### src/rtl/tspi_tx_feed_if.sv
// tspi_tx_feed_if: host write port, status and transmitter byte handshake of tspi_tx_feed
interface tspi_tx_feed_if #(parameter int DW = 8, parameter int AW = 4);
  logic          wr_en;
  logic [DW-1:0] wr_data;
  logic          wr_last;
  logic          flush;
  logic          clr_ovf;
  logic          wr_full;
  logic [AW:0]   level;
  logic [AW:0]   frames;
  logic          ovf;
  logic          busy;
  logic          tx_idle;
  logic          tx_dreq;
  logic          tx_valid;
  logic [DW-1:0] tx_data;
  modport master (
    output wr_en, wr_data, wr_last, flush, clr_ovf, tx_idle, tx_dreq,
    input  wr_full, level, frames, ovf, busy, tx_valid, tx_data
  );
  modport slave (
    input  wr_en, wr_data, wr_last, flush, clr_ovf, tx_idle, tx_dreq,
    output wr_full, level, frames, ovf, busy, tx_valid, tx_data
  );
endinterface

### src/rtl/tspi_tx_feed.sv
// tspi_tx_feed: frame-buffering FIFO feeding an SPI transmitter; clk/rst plus bus (host write/status, tx byte handshake)
module tspi_tx_feed #(
  parameter int DW = 8,
  parameter int AW = 4
) (
  input logic         clk,
  input logic         rst,
  tspi_tx_feed_if.slave bus
);
  typedef enum logic [2:0] {IDLE, SEND, STREAM, DRAIN_LO, DRAIN_HI} state_t;
  state_t state, state_n;
  logic [DW:0]   mem [2**AW];
  logic [AW:0]   wr_cnt, rd_cnt, frames_q, level;
  logic [DW-1:0] data_q;
  logic [DW:0]   head;
  logic          ovf_q, push, pop, clr;
  assign level = wr_cnt - rd_cnt;
  assign head  = mem[rd_cnt[AW-1:0]];
  assign push  = bus.wr_en && !level[AW];
  assign pop   = state == SEND;
  assign clr   = state == IDLE && bus.flush;
  always_ff @(posedge clk)
    if (rst) state <= IDLE;
    else     state <= state_n;
  always_comb begin
    state_n = state;
    case (state)
      IDLE:     state_n = !bus.flush && frames_q != '0 && bus.tx_idle ? SEND : IDLE;
      SEND:     state_n = head[DW] ? DRAIN_LO : STREAM;
      STREAM:   state_n = bus.tx_dreq ? SEND : STREAM;
      DRAIN_LO: state_n = !bus.tx_idle ? DRAIN_HI : DRAIN_LO;
      DRAIN_HI: state_n = bus.tx_idle ? IDLE : DRAIN_HI;
      default:  state_n = IDLE;
    endcase
  end
  always_comb begin
    bus.tx_valid = pop;
    bus.tx_data  = pop ? head[DW-1:0] : data_q;
    bus.busy     = state != IDLE;
    bus.wr_full  = level[AW];
    bus.level    = level;
    bus.frames   = frames_q;
    bus.ovf      = ovf_q;
  end
  always_ff @(posedge clk)
    if (push) mem[wr_cnt[AW-1:0]] <= {bus.wr_last, bus.wr_data};
  always_ff @(posedge clk)
    if (rst || clr) begin
      wr_cnt   <= '0;
      rd_cnt   <= '0;
      frames_q <= '0;
    end else begin
      wr_cnt   <= wr_cnt + (AW+1)'(push);
      rd_cnt   <= rd_cnt + (AW+1)'(pop);
      frames_q <= frames_q + (AW+1)'(push && bus.wr_last) - (AW+1)'(pop && head[DW]);
    end
  // tx_data holds the last sent byte between pulses; a dropped write beats clr_ovf
  always_ff @(posedge clk)
    if (rst) begin
      ovf_q  <= 1'b0;
      data_q <= '0;
    end else begin
      ovf_q <= (bus.wr_en && level[AW]) || (ovf_q && !bus.clr_ovf);
      if (pop) data_q <= head[DW-1:0];
    end
endmodule

### src/flat_wrapper.sv
// flat-port wrapper written by rule: the top's interface ports become plain ports
module tspi_tx_feed_flat 
#(
  parameter int DW = 8,
  parameter int AW = 4
)
  (clk, rst, bus_wr_en, bus_wr_data, bus_wr_last, bus_flush, bus_clr_ovf, bus_tx_idle, bus_tx_dreq, bus_wr_full, bus_level, bus_frames, bus_ovf, bus_busy, bus_tx_valid, bus_tx_data);
  tspi_tx_feed_if #(.DW(DW), .AW(AW)) bus_i ();
  input logic clk;
  input logic rst;
  input wire logic [$bits(bus_i.wr_en)-1:0] bus_wr_en;
  input wire logic [$bits(bus_i.wr_data)-1:0] bus_wr_data;
  input wire logic [$bits(bus_i.wr_last)-1:0] bus_wr_last;
  input wire logic [$bits(bus_i.flush)-1:0] bus_flush;
  input wire logic [$bits(bus_i.clr_ovf)-1:0] bus_clr_ovf;
  input wire logic [$bits(bus_i.tx_idle)-1:0] bus_tx_idle;
  input wire logic [$bits(bus_i.tx_dreq)-1:0] bus_tx_dreq;
  output wire logic [$bits(bus_i.wr_full)-1:0] bus_wr_full;
  output wire logic [$bits(bus_i.level)-1:0] bus_level;
  output wire logic [$bits(bus_i.frames)-1:0] bus_frames;
  output wire logic [$bits(bus_i.ovf)-1:0] bus_ovf;
  output wire logic [$bits(bus_i.busy)-1:0] bus_busy;
  output wire logic [$bits(bus_i.tx_valid)-1:0] bus_tx_valid;
  output wire logic [$bits(bus_i.tx_data)-1:0] bus_tx_data;
  assign bus_i.wr_en = bus_wr_en;
  assign bus_i.wr_data = bus_wr_data;
  assign bus_i.wr_last = bus_wr_last;
  assign bus_i.flush = bus_flush;
  assign bus_i.clr_ovf = bus_clr_ovf;
  assign bus_i.tx_idle = bus_tx_idle;
  assign bus_i.tx_dreq = bus_tx_dreq;
  assign bus_wr_full = bus_i.wr_full;
  assign bus_level = bus_i.level;
  assign bus_frames = bus_i.frames;
  assign bus_ovf = bus_i.ovf;
  assign bus_busy = bus_i.busy;
  assign bus_tx_valid = bus_i.tx_valid;
  assign bus_tx_data = bus_i.tx_data;
  tspi_tx_feed #(.DW(DW), .AW(AW)) u_core (.clk(clk), .rst(rst), .bus(bus_i));
endmodule
### config.mk
export PLATFORM = sky130hd
export DESIGN_NAME = tspi_tx_feed_flat
export DESIGN_NICKNAME = d
export VERILOG_FILES = /design/src/rtl/tspi_tx_feed_if.sv /design/src/rtl/tspi_tx_feed.sv /design/src/flat_wrapper.sv
export SDC_FILE = /design/constraint.sdc
export NUM_CORES = 1
export LEC_CHECK = 0
export CAP_MARGIN = 40
export CORE_MARGIN = 5
export CORE_UTILIZATION = 52
export CTS_CLUSTER_SIZE = 10
export DETAILED_ROUTE_END_ITERATION = 10
export PLACE_DENSITY_LB_ADDON = 0.25
export SETUP_SLACK_MARGIN = 0.3
export SYNTH_ARGS = -nofsm -noshare
export SYNTH_HDL_FRONTEND = slang
export SYNTH_SLANG_ARGS = --single-unit
### constraint.sdc
create_clock -name clk -period 4.15 [get_ports clk]
set_clock_uncertainty 0.05 [all_clocks]
set_input_delay 0.6225 -clock clk [delete_from_list [all_inputs] [get_ports clk]]
set_output_delay 0.6225 -clock clk [all_outputs]
set_load 0.01 [all_outputs]
== Word-level counts from Yosys, hierarchy flattened ==
Memories as Yosys holds them, arrays and structs flattened. A register that Yosys moved wholly into a read port is not among the register bits.
Index checks and enable logic that the tools add are counted.

* Reduce and logical (&&, ||, !) cells: 16
* Add/sub/neg operators: 5
* Mux-type cells: 10
* Eq/ne operators: 4

{| class="wikitable"
|+ Operators by type and width
! kind !! number
|-
| adder 5 x 1 -> 5 bit || 3
|-
| case mux 3 bit (5 select lines) || 1
|-
| logical AND 1 bit || 8
|-
| 2-to-1 mux 8 bit || 1
|-
| equality test 3 x 2 -> 1 bit, second input constant || 2
|-
| 2-to-1 mux 3 bit || 2
|-
| nonzero test 5 bit || 1
|-
| subtractor 5 x 1 -> 5 bit || 1
|-
| subtractor 5 bit || 1
|-
| 2-to-1 mux 1 bit || 4
|-
| 2-to-1 mux 4 bit || 1
|-
| equality test 3 x 1 -> 1 bit, second input constant || 1
|-
| equality test 3 bit, second input constant || 1
|-
| logical NOT 1 bit || 3
|-
| logical NOT 3 bit || 1
|-
| nonzero test 3 bit || 1
|-
| logical OR 1 bit || 2
|-
| 2-to-1 mux 2 bit || 1
|}

* Output and inout bits: 22
* Bits of input ports: 16
* Bits in registers: 27
* Memories kept: 1
* Bits in writable memories: 144

{| class="wikitable"
|+ Memories
! name !! words !! bits a word !! rd ports !! clocked after memory_dff !! write ports !! RTL line !! source
|-
| u_core.mem || 16 || 9 || 1 || 1 || 1 || tspi_tx_feed.sv:12 || <nowiki>logic [DW:0] mem [2**AW];</nowiki>
|}

== Depth between registers and ports, before layout ==
* Word-level depth: 6
* Gate-level depth with buffers: 16
* Gate-level depth less buffers: 14

== Worst setup path before layout ==
OpenSTA, ideal clock, no wires.

* Kind: register -> register
* Start: reg u_core.rd_cnt[2]
* End: reg u_core.frames_q[4], in the netlist u_core.bus.frames[4]
* Buffers on the path: 3
* Data required time: 3974 ps
* Stages on the path, launching flop included: 17
* Path slack: 851 ps
* Arrival: 3123 ps
* Cells stage by stage: dfxtp_1 -> buf_4 -> buf_4 -> inv_1 -> ha_1 -> nor2b_1 -> o21a_1 -> or3_1 -> clkbuf_1 -> a211oi_1 -> ha_1 -> inv_1 -> fa_1 -> nand2b_1 -> a21oi_1 -> o21ai_0 -> nor3b_1

* Cells in the longest elaborated chain, start to end: 6

{| class="wikitable"
|+ RTL lines
! item !! RTL line !! source
|-
| from (decl) || tspi_tx_feed.sv:13 || <nowiki>logic [AW:0] wr_cnt, rd_cnt, frames_q, level;</nowiki>
|-
| from (signal assigned) || tspi_tx_feed.sv:54 || <nowiki>rd_cnt <= rd_cnt + (AW+1)'(pop);</nowiki>
|-
| subtractor 5 bit || tspi_tx_feed.sv:17 || <nowiki>assign level = wr_cnt - rd_cnt;</nowiki>
|-
| logical NOT 1 bit || tspi_tx_feed.sv:19 || <nowiki>assign push = bus.wr_en && !level[AW];</nowiki>
|-
| logical AND 1 bit || tspi_tx_feed.sv:19 ||
|-
| logical AND 1 bit || tspi_tx_feed.sv:55 || <nowiki>frames_q <= frames_q + (AW+1)'(push && bus.wr_last) - (AW+1)'(pop && head[DW]);</nowiki>
|-
| adder 5 x 1 -> 5 bit || tspi_tx_feed.sv:55 ||
|-
| subtractor 5 x 1 -> 5 bit || tspi_tx_feed.sv:55 ||
|-
| to (signal assigned) || tspi_tx_feed.sv:55 ||
|-
| to (decl) || tspi_tx_feed.sv:13 ||
|}

Every way passes these cells.
A chain may end at the register's enable or synchronous reset.

==> impl_metrics.yaml <==
sta:
  worst_slew_pin_slew_ns: 0.682
  hold_ws_ns: 0.459
  worst_slack_ns: 0.548
  fin_crit_sh_pct: 86.8
  clock.fmax_ghz: 0.278
  timing_hold_violations_final: 0
  setup_viol: 0
  rsz0062_at_grt: "no"
  tns_ns: 0
  finalCriticalPeriod_ns: 3.60
  slew_violations: 0
  relSlewSlack_pct: 54.4
job:
  max-cap-violations: 0
synthesis:
  synthArstFlopShare_pct: 0
  syn_inst: 435
  synth_top_cell_by_area: "edfxtp_1"
  syn_area_sq_mm: 0.00715
  yosys.area.top_type_share_pct: 60.5
  synth-main-ff-cell: "edfxtp_1"
  ys_ff_latch: 171
  synth_edf_count: 144
  seq_area_frac_synth_pct: 68.0
  ys_top_cells_by_area: "edfxtp_1 60%, dfxtp_1 7.6%, mux4_2 6.6%"
  avgSynthCellArea_sq_um: 16.4
  yosysWarnings: 0
  ys_types: 47
  synthesis.nets: 467
floorplan:
  die_area_sq_mm: 0.0162
  fp-row-count: 42
  pin_count: 38
  dieHeight_microns: 127
  core_region_area_sq_mm: 0.0133
  initial_core_util_pct: 53.6
  die_w_microns: 127
clock_tree:
  cts_tree: "done"
  clock_latency_ns: 0.42
  htreeDepth: 4
  cts_buffer_depth: 2
  clock-sinks: 171
  cts.clk_slew.worst_paths_ns: 0.06
  cts_buffers: 17
  cts-root-buf: "clkbuf_16"
  cts_hold_buf: 0
critical_path:
  required_ns: 3.48
  worstPathMaxFanout: 16
  crit_path_cell_trace: "buf_6 -> mux4_2 -> a22oi_1 -> and4_1 -> nor2_1 -> clkdlybuf4s50_1"
  cp.arrival_ns: 2.93
  cp-start-kind: "flip-flop"
  timing.critical_path.buf_inv: 2
  cp_slowest_cell: "dfxtp_2"
  critPathCaptureType: "output port"
  cp_slowest_stage_delay_ns: 0.55
  path_delay_family: "buffers and inverters"
  path_class: "flip-flop to output port"
finish:
  fillers: 963
  syn_to_final_growth_pct: 17.8
  drive_gt1_share_pct: 17.4
  diodes: 0
  fin_nets: 525
route:
  drt_iter0_markers: 444
  drc: 0
  wirelength_mm: 14.1
  vias: 3860
  first_pass_iters: 4
  post_drt_via_cell_ratio: 5.66
  routedWlPerCell_microns: 20.6
  ant_nets: 0
pwr:
  power_density_mw_per_mm2: 455
  ir_worst_vdd_mv: 0.372
  p_leak_nw: 2.77
global_route:
  antenna_found_initial: 0
  grt_pass1_wl_mm: 22.0
  grt.total_usage_pct: 18.5
  grt_max_degree: 28
  grt_pass1_vias: 3903
  grt.overflow.total: 0
place:
  place.gp.congestion: 0.783
  post-place-ws_ns: 0.851
  port_buffers: 37
  hpwl_mm: 8.96
outcome:
  status: "complete, no violations"
hold_path:
  hold_class: "flip-flop to flip-flop"
## where the power goes
group / switching [mW] / leakage (nW) / total (mW) / internal (mW)
clock: 0.636 / 0.315 / 1.71 / 1.07
combinational: 0.119 / 0.939 / 0.228 / 0.109
sequential: 0.0156 / 1.52 / 1.90 / 1.89
total: 0.771 / 2.77 / 3.84 / 3.06
## cells in the mapped netlist (all sizes together) (12+ instances only)
| cell type | instances |
|---|---|
| a211oi | 13 |
| mux4 | 27 |
| edfxtp | 144 |
| ha | 14 |
| nand3 | 12 |
| nor3 | 12 |
| dfxtp | 27 |
| inv | 20 |
| nand2 | 14 |
| mux2i | 18 |
| buf | 17 |
| nor2 | 28 |
## worst min-delay path, cell delays in order, from the launching register on
cell and delay (ns):
dfxtp_1 0.31, nor2_1 0.05, nor3_1 0.11
## layer usage
metal  wire length, microns  vias up  GRT usage (%)
met3                    796       12           5.22
li1                       -     1818              -
met1                   6030     1931           24.9
met4                    155        0           5.99
met2                   7080       99           29.3
met5                      0        -              0
## through the flow
stage               area [sq um]  utilization, %  instances  total power [mW]
finish                      8420            63.1        682              3.84
global route                8420            63.1        682              3.97
CTS                         8410            63.0        682              3.87
detailed placement          7770            58.2        650              2.17
global placement            7770            58.2        650              2.16
floorplan                   7150               -        435              2.06
## cell families (layout without fill, tap and decap cells)
logic type	count (synthesis)	in the layout	synth area share (%)
compound gates	49	49	5.46
xor+xnor	12	12	1.47
fa+ha+maj	16	16	3.01
buf+inv	42	113	3.27
flops	171	171	68.0
mux	46	46	11.5
simple gates	99	99	7.26
## state kept, by name (all words and copies together) (netlist names)
name,cells
u_core.rd_cnt,5
u_core.bus.frames,5
u_core.mem,144
u_core.data_q,8
u_core.wr_cnt,5
u_core.state,3
u_core.bus.ovf,1
## final cells by class
type / instances / area [sq um] / share of cell area, %
flip-flops and latches: 171 / 4870 / 57.8
multi-input cells: 222 / 2060 / 24.5
repair buffers: 61 / 554 / 6.58
clock buffers: 17 / 425 / 5.05
well taps: 176 / 220 / 2.62
clock inverters: 15 / 219 / 2.60
inverters: 20 / 75.1 / 0.892
## worst paths after layout
| path | from | end | slack [ns] | cells past startpoint |
|---|---|---|---|---|
| worst max-delay path | u_core.rd_cnt[0] | bus_tx_data[5] | 0.55 | 6 |
| worst min-delay path | u_core.data_q[1] | u_core.data_q[1] | 0.46 | 2 |
| worst max register to register | u_core.wr_cnt[2] | u_core.bus.frames[4] | 0.82 | 12 |
| worst min register to register | u_core.data_q[1] | u_core.data_q[1] | 0.46 | 2 |
## cell usage in the layout, fill, tap and decap left out, drive strengths merged, types with 13 or more instances in the layout
cell	netlist	layout
a211oi	13	13
buf	17	24
clkbuf	5	17
clkdlybuf4s50	0	37
dfxtp	27	27
edfxtp	144	144
ha	14	14
inv	20	23
mux2i	18	18
mux4	27	27
nand2	14	14
nor2	28	28
## what timing repair did
action,in CTS,in global routing
buffers inserted,0,0
endpoints found under the setup margin,0,5
gates resized for setup,0,3
No activity file was read; power rests on OpenSTA's default activity.
